[config.mk]
export PLATFORM = sky130hd
export DESIGN_NAME = data_unrotator
export DESIGN_NICKNAME = d
export VERILOG_FILES = /design/src/rtl/data_unrotator_pkg.sv /design/src/rtl/data_unrotator.sv
export SDC_FILE = /design/constraint.sdc
export NUM_CORES = 2
export LEC_CHECK = 0
export ABC_CLOCK_PERIOD_IN_PS = 6500
export CAP_MARGIN = 20
export CORE_UTILIZATION = 47
export CTS_BUF_LIST = sky130_fd_sc_hd__clkbuf_16
export DETAILED_ROUTE_END_ITERATION = 16
export GPL_TIMING_DRIVEN = 1
export HOLD_SLACK_MARGIN = 0.06
export PLACE_DENSITY = 0.66
export SYNTH_ARGS = -nofsm -noshare
export SYNTH_HDL_FRONTEND = slang
export SYNTH_SLANG_ARGS = --single-unit
[constraint.sdc]
create_clock -name clk -period 6.5 [get_ports clk]
set_input_delay 1.3 -clock clk [delete_from_list [all_inputs] [get_ports clk]]
set_output_delay 1.3 -clock clk [all_outputs]
set_load 0.02 [all_outputs]
[src/rtl/data_unrotator_pkg.sv]
// rtl/data_unrotator_pkg.sv - geometry constants and state encoding for the column-to-row unrotator
package data_unrotator_pkg;

  localparam int WORD_SIZE  = 128;
  localparam int UNROT_ROWS = 8;
  localparam int UNROT_COLS = 16;
  localparam int UNROT_BYTE = 8;

  typedef enum logic {
    UNROT_ST_COLLECT = 1'b0,
    UNROT_ST_EMIT    = 1'b1
  } unrot_state_e;

endpackage

[src/rtl/data_unrotator.sv]
// rtl/data_unrotator.sv - rebuilds 8 row words from 16 byte-column words and streams them out in row order
module data_unrotator
  import data_unrotator_pkg::*;
(
  input  logic                 clk,
  input  logic                 rst,
  input  logic                 DI_valid,
  input  logic [WORD_SIZE-1:0] DI,
  output logic                 DI_ready,
  output logic                 DO_valid,
  input  logic                 DO_ready,
  output logic [WORD_SIZE-1:0] DO,
  output logic                 DO_last
);

  unrot_state_e state, state_nx;
  logic [3:0]   ccnt;
  logic [2:0]   ocnt;
  logic         accept;
  logic         xfer;
  logic [WORD_SIZE-1:0] rows_w [UNROT_ROWS];

  // Only the upper 64 bits of a column word carry row bytes.
  logic unused_di_low;
  assign unused_di_low = ^DI[WORD_SIZE/2-1:0];

  assign accept = DI_valid && DI_ready;
  assign xfer   = DO_valid && DO_ready;

  always_ff @(posedge clk or negedge rst) begin
    if (!rst) begin
      state <= UNROT_ST_COLLECT;
      ccnt  <= 4'd0;
      ocnt  <= 3'd0;
    end else begin
      state <= state_nx;
      if (accept) ccnt <= (ccnt == 4'(UNROT_COLS - 1)) ? 4'd0 : ccnt + 4'd1;
      if (xfer)   ocnt <= (ocnt == 3'(UNROT_ROWS - 1)) ? 3'd0 : ocnt + 3'd1;
    end
  end

  always_comb begin
    state_nx = state;
    DI_ready = 1'b0;
    DO_valid = 1'b0;
    DO       = '0;
    DO_last  = 1'b0;
    case (state)
      UNROT_ST_COLLECT: begin
        DI_ready = 1'b1;
        if (accept && ccnt == 4'(UNROT_COLS - 1)) state_nx = UNROT_ST_EMIT;
      end
      UNROT_ST_EMIT: begin
        DO_valid = 1'b1;
        DO       = rows_w[ocnt];
        DO_last  = (ocnt == 3'(UNROT_ROWS - 1));
        if (xfer && ocnt == 3'(UNROT_ROWS - 1)) state_nx = UNROT_ST_COLLECT;
      end
      default: state_nx = UNROT_ST_COLLECT;
    endcase
  end

  // Row r takes byte r of each column; column ccnt lands in byte lane ccnt of the row.
  for (genvar r = 0; r < UNROT_ROWS; r++) begin : gen_row
    logic [WORD_SIZE-1:0] row_q;

    always_ff @(posedge clk or negedge rst) begin
      if (!rst) begin
        row_q <= '0;
      end else if (accept) begin
        for (int c = 0; c < UNROT_COLS; c++) begin
          if (ccnt == 4'(c))
            row_q[WORD_SIZE-1-UNROT_BYTE*c -: UNROT_BYTE] <= DI[WORD_SIZE-1-UNROT_BYTE*r -: UNROT_BYTE];
        end
      end
    end

    assign rows_w[r] = row_q;
  end

endmodule

## Word level (Yosys, flattened, before mapping)

Index checks and enable logic that the tools add are counted.

- Bits in registers: 1032
- Output and inout bits: 131
- Input bits: 132

- Equal/unequal tests: 16
- Bitwise logic cells: 2
- $lt $le $gt $ge: 1
- Reduce and logical (&&, ||, !) cells: 21
- Add/sub/neg operators: 2
- Mux-type cells: 12

Operators with widths:

| operator | number |
|---|---|
| $bmux W128 S3 | 1 |
| $mux W128 | 3 |
| $eq A4 B4 Y1 const B | 8 |
| $reduce_and A2 Y1 | 16 |
| $eq A4 B3 Y1 const B | 4 |
| $eq A4 B2 Y1 const B | 2 |
| $mux W1 | 5 |
| $add A4 B1 Y4 const B | 1 |
| $eq A4 B1 Y1 const B | 1 |
| $ge A4 B4 Y1 const B | 1 |
| $logic_and A1 B1 Y1 | 4 |
| $logic_not A4 Y1 | 1 |
| $mux W4 | 1 |
| $not A3 Y4 | 1 |
| $add A3 B1 Y3 const B | 1 |
| $eq A3 B3 Y1 const B | 1 |
| $mux W3 | 1 |
| $pmux W1 S2 | 1 |
| $not A1 Y1 | 1 |

## Longest topological paths before layout

- Depth after elaboration: 5
- Gate-level depth with buffers: 7
- Depth with buffers taken out: 5

## Least setup slack after synthesis

Ideal clock, no wire load.

- Path type: register -> output
- Start: register ocnt[1]
- End: output port DO[26]
- Path slack: 3445 ps
- Data arrival time: 1755 ps
- Stages on the path, launching flop included: 7
- Path buffers: 3
- Cells stage by stage: dfrtp_1 > buf_2 > clkbuf_1 > buf_2 > mux4_2 > mux2i_1 > nor2_1

- Longest elaborated chain between the ends: 5

Ends and longest elaborated chain:

| what | RTL line | text |
|---|---|---|
| start, declared | data_unrotator.sv:18 | `logic [2:0] ocnt;` |
| start signal, assigned | data_unrotator.sv:38 | `if (xfer) ocnt <= (ocnt == 3'(UNROT_ROWS - 1)) ? 3'd0 : ocnt + 3'd1;` |
| $not A3 Y4 (not written as such) | data_unrotator.sv:55 | `DO = rows_w[ocnt];` |
| $bmux W128 S3 | data_unrotator.sv:55 |  |
| $mux W128 (not written as such) (2 in a row) | data_unrotator.sv:55 |  |
| $mux W128 | data_unrotator.sv:48 | `case (state)` |
| end, declared | data_unrotator.sv:12 | `output logic [WORD_SIZE-1:0] DO,` |

No other way between the ends. The select of a mux whose other input is x is not followed.

## Worst setup path after layout

- Start: register ocnt[1]
- End: output port DO[116]

Same word-level chain as after synthesis.

==> out/qor.yml <==
status: "finished clean"
holdBufCountCts: 0
required_ns: 5.20
drt_pass1_iterations: 5
start_kind: "flop"
antenna_left: 0
drive_gt1_frac: 0.4723
first_global_vias: 29042
clk_latency_ns: 0.68
critPathKind: "flop to output pin"
critPathSlowestCell: "dfrtp_4"
ys_seq_area_frac: 0.5539
design_area_um2: 53590
slowest_delay_ns: 0.85
p_int_mw: 18.90
dpl_cell_area_um2: 49960
yosysMostFrequentCell: "dfrtp_1"
synth_cell_types: 32
die_y_um: 317.0
gp_congestion: 0.7582
max_freq_ghz: 0.1896
io-pin-count: 263
reg2regPathDepth: 6
post_cts_buffers: 0
drv_slew: 0
critPathMaxFanout: 41
crit_buf_inv: 2
power.switching_mw: 8.921
synthesis.nets: 3019
max-slew-margin-rel: 0.1746
setup_tns_ns: 0
p_sw_frac: 0.3206
netlist_instances: 2880
cp_top_family: "multiplexers"
remaining_drc_errors: 0
setup_viol: 0
place_ws_ns: 1.878
die_area_um2: 100500
path_cells: "buf_12 -> mux4_2 -> mux2i_1 -> nor2_1 -> clkdlybuf4s50_1"
cts_buffers: 109
cts_buffer_depth: 3
grt_setup_unrepaired: "false"
leakagePower_nw: 23.19
dp_hpwl_um: 77740
antenna_found_initial: 11
cts-root-buf: "clkbuf_16"
via_count: 26215
tightest_slew_ns: 1.234
finalCritPeriodShare: 0.8114
ys_ff_latch: 1032
synth-edff-count: 0
drt_iter0_markers: 1552
peakVddDrop_mv: 0.4876
synth.area.top_cells: "dfrtp_1, mux2_2, mux4_2, mux2i_1, mux2_1"
post_cts_resized: 0
yosysTopAreaCell: "dfrtp_1"
path_clk_slew_ns: 0.06
crit_cells: 5
coreArea_um2: 98280
start_util: 0.4744
hold_path_class: "flop to flop"
synth_common_cells: "dfrtp_1, mux2_2, mux4_2"
skew_ns: 0.02662
cp-startpoint: "ocnt[1]"
syn_area_um2: 46620
clkPwrFrac: 0.221
placed_cells: 4208
numPortBuffers: 198
hold_viol_final: 0
grt_use_total: 0.2589
instances_no_fill: 4415
syn_to_final_growth_pct: 14.94
synth_ff_type: "dfrtp_1"
vias_per_cell: 5.938
nNetsFinal: 3175
pwr-share-seq: 0.399
cts_tree: "yes"
finalCriticalPeriod_ns: 5.274
power_frac_comb: 0.379
yosys_warnings: 0
cts.sinks: 1032
grt_overflow: 0
fin_total_pwr_mw: 27.82
timing.final.ws_setup_ns: 1.226
worstSetupEndpoint: "DO[116]"
routed_wl_um: 126500
critPathCaptureType: "output pin"
arrival_ns: 3.97
reg2reg_to: "gen_row[1].row_q[84]"
cts.htree.levels: 3
maxCapViolCount: 0
async_flop_share: 1.000
wl_per_cell_um: 28.65
grt_max_degree: 184
rows: 115
syn_area_per_cell_um2: 16.19
reg2reg_setup_slack_ns: 3.42
die_x_um: 317.0
grt_pass1_wl_um: 190500
p_per_area_nw_per_um2: 519.2
regToRegStartpoint: "ccnt[1]"
synth_top_area_share: 0.5539
## sequential cells by signal, summed over array words and instances, names as in the netlist
| name | count |
|---|---|
| ccnt | 4 |
| gen_row.row_q | 1024 |
| ocnt | 3 |
| state | 1 |
## through the flow
stage,hold slack [ns],utilization
global route,0.4954,0.5452
finish,0.4805,0.5453
detailed placement,0.4705,0.5084
floorplan,0.4524,-
global placement,0.4621,0.5067
CTS,0.4835,0.5443
## power by group through the flow
stage / registers (mW) / clock network [mW] / logic, mW
6_report: 11.1 / 6.16 / 10.6
2_1_floorplan: 10.4 / 0 / 7.69
3_3_place_gp: 10.9 / 0 / 10.3
3_5_place_dp: 11.2 / 0 / 10.7
4_1_cts: 11.1 / 6.28 / 10.7
5_1_grt: 11.5 / 6.54 / 11.3
## placed cells by master, fill, tap and decap left out, drive strengths merged, types with 3 or more instances in the layout
cell type	n
buf	101
mux4	256
clkinvlp	3
nand2	16
ha	7
clkbuf	111
inv	29
mux2	1025
diode	3
dfrtp	1032
bufinv	13
mux2i	128
clkdlybuf4s50	197
clkinv	48
nor3	5
nor2	133
nand2b	3
o21ai	3
## worst min path at each step
stage,startpoint,end,slack [ns],depth (start not counted)
global placement,gen_row[4].row_q[85],gen_row[4].row_q[85],0.46,1
floorplan,gen_row[4].row_q[117],gen_row[4].row_q[117],0.45,1
finish,gen_row[6].row_q[79],gen_row[6].row_q[79],0.48,1
detailed placement,gen_row[7].row_q[69],gen_row[7].row_q[69],0.47,1
global route,gen_row[4].row_q[117],gen_row[4].row_q[117],0.50,1
CTS,gen_row[7].row_q[69],gen_row[7].row_q[69],0.48,1
## metal layers
metal | vias up | global-route usage | wire (µm)
li1 | 10905 | - | -
met3 | 178 | 0.03346 | 5157
met1 | 14548 | 0.3514 | 54010
met2 | 582 | 0.4365 | 64160
met4 | 2 | 0.07747 | 3135
met5 | - | 0 | 9
## layout make-up
class                           instances  area, µm²
Sequential cell                      1032      25840
Inverter                                4      20.02
Multi-Input combinational cell       1591      19540
Timing Repair Buffer                  298       3050
Antenna cell                            3      7.507
Clock buffer                          111       2778
Tap cell                             1287       1610
Fill cell                            7710      44690
Clock inverter                         89      752.0
## kinds of logic (layout without fill, tap and decap cells)
kind of cell | count (synthesis) | after routing | share of synthesized area
adders and majority gates | 7 | 7 | 0.001878
xor gates and xnor gates | 1 | 1 | 0.0001879
AOI/OAI and AO/OA | 8 | 8 | 0.001073
DFF | 1032 | 1032 | 0.5539
muxes | 1409 | 1409 | 0.3987
other | 0 | 3 | 0
buffers and inverters | 257 | 502 | 0.02788
and+or+nand+nor | 166 | 166 | 0.01637
Note: power is estimated with default switching activity, not from simulation.
